`src/rtl/ram_row_reader.sv`:
```
// Reads num_rows strided rows from a 1-cycle-latency RAM and streams them out,
// lane-masked, through a 2-entry FIFO with valid/ready handshake.
module ram_row_reader #(
  parameter int DWIDTH            = 8,
  parameter int DESIGN_SIZE       = 32,
  parameter int AWIDTH            = 10,
  parameter int ADDR_STRIDE_WIDTH = 16
) (
  input  logic                          clk,
  input  logic                          reset,
  input  logic                          start,
  input  logic [AWIDTH-1:0]             start_addr,
  input  logic [ADDR_STRIDE_WIDTH-1:0]  addr_stride,
  input  logic [5:0]                    num_rows,
  input  logic [DESIGN_SIZE-1:0]        valid_mask,
  output logic [AWIDTH-1:0]             ram_addr,
  input  logic [DESIGN_SIZE*DWIDTH-1:0] ram_q,
  output logic [DESIGN_SIZE*DWIDTH-1:0] out_data,
  output logic                          out_valid,
  input  logic                          out_ready,
  output logic                          out_last,
  output logic                          busy,
  output logic                          done
);

  localparam int WORDW = DESIGN_SIZE * DWIDTH;

  typedef enum logic [1:0] {IDLE, FETCH, DRAIN, DONE} state_t;

  state_t                 r_state;
  logic                   r_busy;
  logic                   r_done;
  logic [AWIDTH-1:0]      r_ramAddr;
  logic [AWIDTH-1:0]      r_stride;
  logic [5:0]             r_numRows;
  logic [5:0]             r_issueCnt;
  logic [DESIGN_SIZE-1:0] r_validMask;

  logic [WORDW-1:0]       r_fifoData [2];
  logic                   r_fifoLast [2];
  logic                   r_wrPtr;
  logic                   r_rdPtr;
  logic [1:0]             r_count;
  logic                   r_inFlight;
  logic                   r_inFlightLast;

  logic                   w_pop;
  logic                   w_issueOk;
  logic                   w_issue;
  logic                   w_issueLast;
  logic                   w_headLast;
  logic [WORDW-1:0]       w_laneMask;
  logic                   w_unusedStrideBits;

  // ram_addr always holds the next row to read; an "issue" is the edge where
  // the RAM samples it, so the row's data is captured exactly one edge later.
  assign w_pop       = out_valid && out_ready;
  assign w_issueOk   = ({1'b0, r_count} + {2'b00, r_inFlight}) < (3'd2 + {2'b00, w_pop});
  assign w_issue     = (r_state == FETCH) && w_issueOk;
  assign w_issueLast = (r_issueCnt == (r_numRows - 6'd1));
  assign w_headLast  = r_fifoLast[r_rdPtr];

  assign w_unusedStrideBits = ^addr_stride;

  assign ram_addr  = r_ramAddr;
  assign busy      = r_busy;
  assign done      = r_done;
  assign out_valid = (r_count != 2'd0);
  assign out_data  = out_valid ? r_fifoData[r_rdPtr] : '0;
  assign out_last  = out_valid && w_headLast;

  always_comb begin
    w_laneMask = '0;
    for (int i = 0; i < DESIGN_SIZE; i++) begin
      w_laneMask[i*DWIDTH +: DWIDTH] = {DWIDTH{r_validMask[i]}};
    end
  end

  always_ff @(posedge clk or posedge reset) begin
    if (reset) begin
      r_state     <= IDLE;
      r_busy      <= 1'b0;
      r_done      <= 1'b0;
      r_ramAddr   <= '0;
      r_stride    <= '0;
      r_numRows   <= '0;
      r_issueCnt  <= '0;
      r_validMask <= '0;
    end else begin
      r_done <= 1'b0;
      case (r_state)
        IDLE: begin
          if (start) begin
            r_ramAddr   <= start_addr;
            r_stride    <= addr_stride[AWIDTH-1:0];
            r_numRows   <= num_rows;
            r_validMask <= valid_mask;
            r_issueCnt  <= '0;
            r_busy      <= 1'b1;
            if (num_rows == 6'd0) begin
              r_state <= DONE;
              r_done  <= 1'b1;
            end else begin
              r_state <= FETCH;
            end
          end
        end
        FETCH: begin
          // The last issue leaves ram_addr on the final row rather than stepping past it.
          if (w_issue) begin
            r_issueCnt <= r_issueCnt + 6'd1;
            if (w_issueLast) begin
              r_state <= DRAIN;
            end else begin
              r_ramAddr <= r_ramAddr + r_stride;
            end
          end
        end
        DRAIN: begin
          if (w_pop && w_headLast) begin
            r_state <= DONE;
            r_done  <= 1'b1;
          end
        end
        DONE: begin
          r_state <= IDLE;
          r_busy  <= 1'b0;
        end
        default: r_state <= IDLE;
      endcase
    end
  end

  // Masking at capture time is equivalent to masking the head: the mask is fixed per transfer.
  always_ff @(posedge clk or posedge reset) begin
    if (reset) begin
      for (int i = 0; i < 2; i++) begin
        r_fifoData[i] <= '0;
        r_fifoLast[i] <= 1'b0;
      end
      r_wrPtr        <= 1'b0;
      r_rdPtr        <= 1'b0;
      r_count        <= 2'd0;
      r_inFlight     <= 1'b0;
      r_inFlightLast <= 1'b0;
    end else begin
      r_inFlight     <= w_issue;
      r_inFlightLast <= w_issue && w_issueLast;
      if (r_inFlight) begin
        r_fifoData[r_wrPtr] <= ram_q & w_laneMask;
        r_fifoLast[r_wrPtr] <= r_inFlightLast;
        r_wrPtr             <= ~r_wrPtr;
      end
      if (w_pop) begin
        r_rdPtr <= ~r_rdPtr;
      end
      case ({r_inFlight, w_pop})
        2'b10:   r_count <= r_count + 2'd1;
        2'b01:   r_count <= r_count - 2'd1;
        default: r_count <= r_count;
      endcase
    end
  end

endmodule

```
`config.mk`:
```
export PLATFORM = sky130hd
export DESIGN_NAME = ram_row_reader
export DESIGN_NICKNAME = d
export VERILOG_FILES = /design/src/rtl/ram_row_reader.sv
export SDC_FILE = /design/constraint.sdc
export NUM_CORES = 2
export LEC_CHECK = 0
export ABC_AREA = 1
export CAP_MARGIN = 20
export CORE_UTILIZATION = 51
export DETAILED_ROUTE_END_ITERATION = 6
export PLACE_DENSITY = 0.89
export SYNTH_ARGS = -nofsm -noshare
export SYNTH_HDL_FRONTEND = slang
export SYNTH_SLANG_ARGS = --single-unit
```
`constraint.sdc`:
```
create_clock -name clk -period 25.3 [get_ports clk]
set_clock_uncertainty 0.1 [all_clocks]
set_input_delay 5.06 -clock clk [delete_from_list [all_inputs] [get_ports clk]]
set_output_delay 5.06 -clock clk [all_outputs]
set_load 0.02 [all_outputs]
```
# Yosys cells after proc, flatten, opt, wreduce, memory -nomap -nowiden

Index checks and enable logic that the tools add are counted.

$add $sub $neg: 7
$mul: 0
Divide/modulo/power cells: 0
Magnitude comparators: 4
Eq/ne operators: 11
Shifts and indexed selects: 0
Muxes and demuxes: 33
Bitwise gates (word level): 5
Reductions and logical operators: 17

Operators with widths:

| cell                  | number |
|---|---|
| $mux W256             | 5 |
| $bwmux W512           | 1 |
| $and A256 B256 Y256   | 1 |
| $demux W256 S1        | 1 |
| $mux W10              | 3 |
| $pmux W10 S2          | 1 |
| $mux W6               | 2 |
| $pmux W6 S2           | 1 |
| $add A10 B10 Y10      | 1 |
| $mux W2               | 5 |
| $ne A2 B2 Y1 const B  | 5 |
| $mux W1               | 8 |
| $pmux W2 S4           | 1 |
| $reduce_and A4 Y1     | 2 |
| $reduce_bool A2 Y1    | 4 |
| $add A6 B1 Y6 const B | 1 |
| $eq A2 B2 Y1 const B  | 3 |
| $eq A6 B6 Y1          | 1 |
| $logic_and A1 B1 Y1   | 6 |
| $logic_not A6 Y1      | 1 |
| $sub A6 B1 Y6 const B | 1 |
| $eq A2 B1 Y1 const B  | 2 |
| $ge A2 B2 Y1 const B  | 2 |
| $not A1 Y2            | 2 |
| other kinds (14)      | 17 |

Bits in registers: 588
Latch bits: 0
Bits in writable memories: 0
Memory bits (read-only): 0
Input bits: 324
Memories kept: 0

# Depth between registers and ports, before layout

Depth in word-level cells: 7
Mapped depth: 13
Gate-level depth less buffers: 13

# Worst setup path after synthesis

OpenSTA, ideal clock, no wires.

Kind: flip-flop to output port
Start: reg r_rdPtr
End: out out_data[100]
Arrival time: 1.535 ns
Data required time: 20.140 ns
Slack: 18.605 ns
Stages on the path, launching flop included: 7
Path buffers: 3
Cell sequence: dfrtp_1 -> clkbuf_1 -> clkinv_1 -> clkbuf_1 -> clkbuf_1 -> nand2_1 -> a21oi_1

Longest elaborated chain between the ends: 5

Ends and longest elaborated chain:

| element                                       | line | text |
|---|---|---|
| start, declared                               | 42   | `logic r_rdPtr;` |
| start signal, assigned                        | 155  | `r_rdPtr <= ~r_rdPtr;` |
| $not A1 Y2 (implied by the code)              | 69   | `assign out_data = out_valid ? r_fifoData[r_rdPtr] : '0;` |
| $mux W256 (implied by the code) (3 in series) | 69   |  |
| $mux W256                                     | 69   |  |
| end, declared                                 | 18   | `output logic [DESIGN_SIZE*DWIDTH-1:0] out_data,` |

Every way passes these cells. The select of a mux whose other input is x is not followed.

# Worst setup path in the final report

Start: reg r_rdPtr
End: out out_data[191]

Same word-level chain as after synthesis.

==> results.toml <==
[global_route]
grt_pass1_vias = 24200
overflow = 0
grt_pass1_wl_mm = 130
grt_usage_pct = 31.2
antenna_found_initial = 22
grt_max_degree = 168

[yosys]
yosysTopAreaCellShare_pct = 55.9
ys.flop_type = "dfrtp_1"
syn_avg_cell_area_um2 = 7.99
synth-edff-count = 0
yosysSeqAreaShare_pct = 55.9
synth_top_cell_by_area = "dfrtp_1"
synth_warnings = 0
synth_async_sr_flop_share_pct = 100
syn_inst = 3292
synth_area_leaders = "dfrtp_1, nand2_1, o21ai_0, a21oi_1, clkbuf_1"
syn_area_um2 = 26300
syn-num-nets = 3635
ys_ff_latch = 588
synth.distinct_cells = 29

[power]
peakVddDrop_mv = 0.0829
power_density_nw_per_um2 = 128
leakage_uw = 0.0151

[timing]
timing.setup.tns_ps = 0
slew_headroom_pct = 27.0
slew_viol_final = 0
worst_hold_slack_ps = 381
clock.fmax_ghz = 0.108
min_period_over_period_pct = 36.7
setup_viol = 0
fin_crit_ps = 9280
worstMarginPinSlew_ps = 1090
rsz0062_at_grt = "no"
hold_violations = 0

[route]
drt_iter0_drc = 2597
detail_route.wl_per_cell_um = 18.6
dr.pass1.iters = 7
detail-route-antenna-nets = 0
drc = 0
wirelength_mm = 82.7
vias = 25000
viasPerCell = 5.61

[critical_path]
r2r-start = "r_inFlight$_DFF_PP0_"
path_class = "reg2out"
ff2ff_setup_slack_ps = 21930
end_kind = "output port"
path_buf_inv = 3
cp-start-kind = "register"
critical_path.top_delay_family = "buffers and inverters"
crit_path_start = "r_rdPtr$_DFFE_PP0P_"
cp_slowest_cell = "buf_4"
required_ps = 20140
arrival_ps = 4120
crit_path_max_fanout = 118
crit_path_cell_trace = "inv_8 -> buf_4 -> nand2_1 -> a21oi_1 -> clkdlybuf4s50_1"
critPathMaxStageDelay_ps = 840

[clocking]
cts_setup_buffers = 0
cts.hold.buffers_added = 0
cts_max_level = 2
cts_root_buf = "clkbuf_16"
clockBufferDepth = 3
clock_sink_count = 588
clk_latency_ps = 610
cts_resized = 0
clk_pin_slew_worst_paths_ps = 70
cts_buffers = 59
tritoncts = "done"

[cells_and_area]
drive_above_1_share_pct = 3.82
layout_commonest_cell = "nand2_1"
nets = 4063
fin_cells = 4455
area_growth_syn_to_layout_pct = 31.1
final_cell_mix = "nand2_1, dfrtp_1, clkdlybuf4s50_1"

[die]
dieWidth_um = 229
ios = 594
dieArea_um2 = 52500
core_area_um2 = 50500
die_y_um = 229
rows = 82
initial_core_util_pct = 52.1

[worst_hold_path]
min_from = "r_fifoData[4]$_DFFE_PP0P_"
hold_class = "reg2reg"

[place]
hpwl_mm = 52.0
dpl.cell_count = 4328
place_congestion = 0.869
portBuffers = 587

[outcome]
outcome = "complete, no violations"

[run]
maxCapViolCount = 0
==> final cells by class <==
cell class / count / area [µm²]
repair buffers: 611 / 6130
clock inverters: 26 / 379
flip-flops and latches: 588 / 14700
well taps: 672 / 841
diodes: 16 / 40.0
clock buffers: 82 / 1740
multi-input cells: 2419 / 10500
fillers: 3696 / 16000
inverters: 41 / 184
==> final timing paths <==
| check | end | cells past startpoint |
|---|---|---|
| worst max-delay path | out_data[191] | 5 |
| worst max register to register | r_fifoData[183]$_DFFE_PP0P_ | 4 |
| min in group asynchronous | r_fifoData[238]$_DFFE_PP0P_ | 2 |
| max in group asynchronous | r_fifoData[11]$_DFFE_PP0P_ | 4 |
| worst min register to register | r_fifoData[4]$_DFFE_PP0P_ | 2 |
| worst min-delay path | r_fifoData[4]$_DFFE_PP0P_ | 2 |
==> synth_stat cells (6+ instances only) <==
master	instances
a21oi_1	264
buf_1	25
buf_2	41
clkbuf_1	177
dfrtp_1	588
ha_1	18
inv_1	37
nand2_1	1519
nand3_1	32
nand4_1	6
nor2_1	15
o21ai_0	533
xnor2_1	6
xor2_1	7
==> logic make-up (layout without fill, tap and decap cells) <==
| kind of cell | Yosys count | in the layout | share of synthesized area (%) |
|---|---|---|---|
| adders and majority gates | 19 | 19 | 0.932 |
| DFF | 588 | 588 | 55.9 |
| AOI/OAI and AO/OA | 804 | 804 | 15.4 |
| xor gates and xnor gates | 13 | 13 | 0.433 |
| muxes | 1 | 1 | 0.0380 |
| buffers and inverters | 285 | 760 | 4.29 |
| and+or+nand+nor | 1582 | 1582 | 23.0 |
| other | 0 | 16 | 0 |
==> through the flow <==
step / setup WS [ps] / power, µW / cell area, µm² / utilization (%)
after global routing: 15810 / 4670 / 34500 / 68.3
after CTS: 15930 / 4400 / 34400 / 68.1
after floorplan: 3690 / 2650 / 26300 / -
final: 16020 / 4410 / 34500 / 68.4
after global placement: 16570 / 3370 / 32300 / 63.9
after detailed placement: 16640 / 3420 / 32300 / 63.9
==> sequential cells by signal, indices dropped and copies added (netlist names) <==
signal / count
r_validMask: 32
ram_addr: 10
r_rdPtr: 1
r_numRows: 6
r_fifoLast: 2
r_count: 2
r_inFlightLast: 1
r_state: 2
busy: 1
r_wrPtr: 1
r_stride: 10
r_fifoData: 512
r_inFlight: 1
r_issueCnt: 6
done: 1
==> where the power goes <==
| group | internal (µW) | switching (µW) | total [µW] |
|---|---|---|---|
| Combinational | 705 | 1200 | 1910 |
| Sequential | 1280 | 276 | 1560 |
| Clock | 570 | 375 | 944 |
| Total | 2560 | 1850 | 4410 |
==> worst register-to-register path, delay by kind of cell, from the launching register on <==
family	cells	cell delay, ps
AO/OA/AOI/OAI	1	320
buffers and inverters	2	1730
flip-flops	1	420
AND/OR/NAND/NOR	1	600
==> routing by layer <==
| metal | vias to the layer above | part of all wire [%] | track usage (%) |
|---|---|---|---|
| li1 | 11500 | - | - |
| met1 | 12100 | 37 | 38.4 |
| met2 | 1188 | 47 | 50.1 |
| met3 | 254 | 10 | 9.56 |
| met4 | 10 | 4.9 | 15.2 |
| met5 | - | 0.081 | 0 |
No activity file was read; power rests on OpenSTA's default activity.
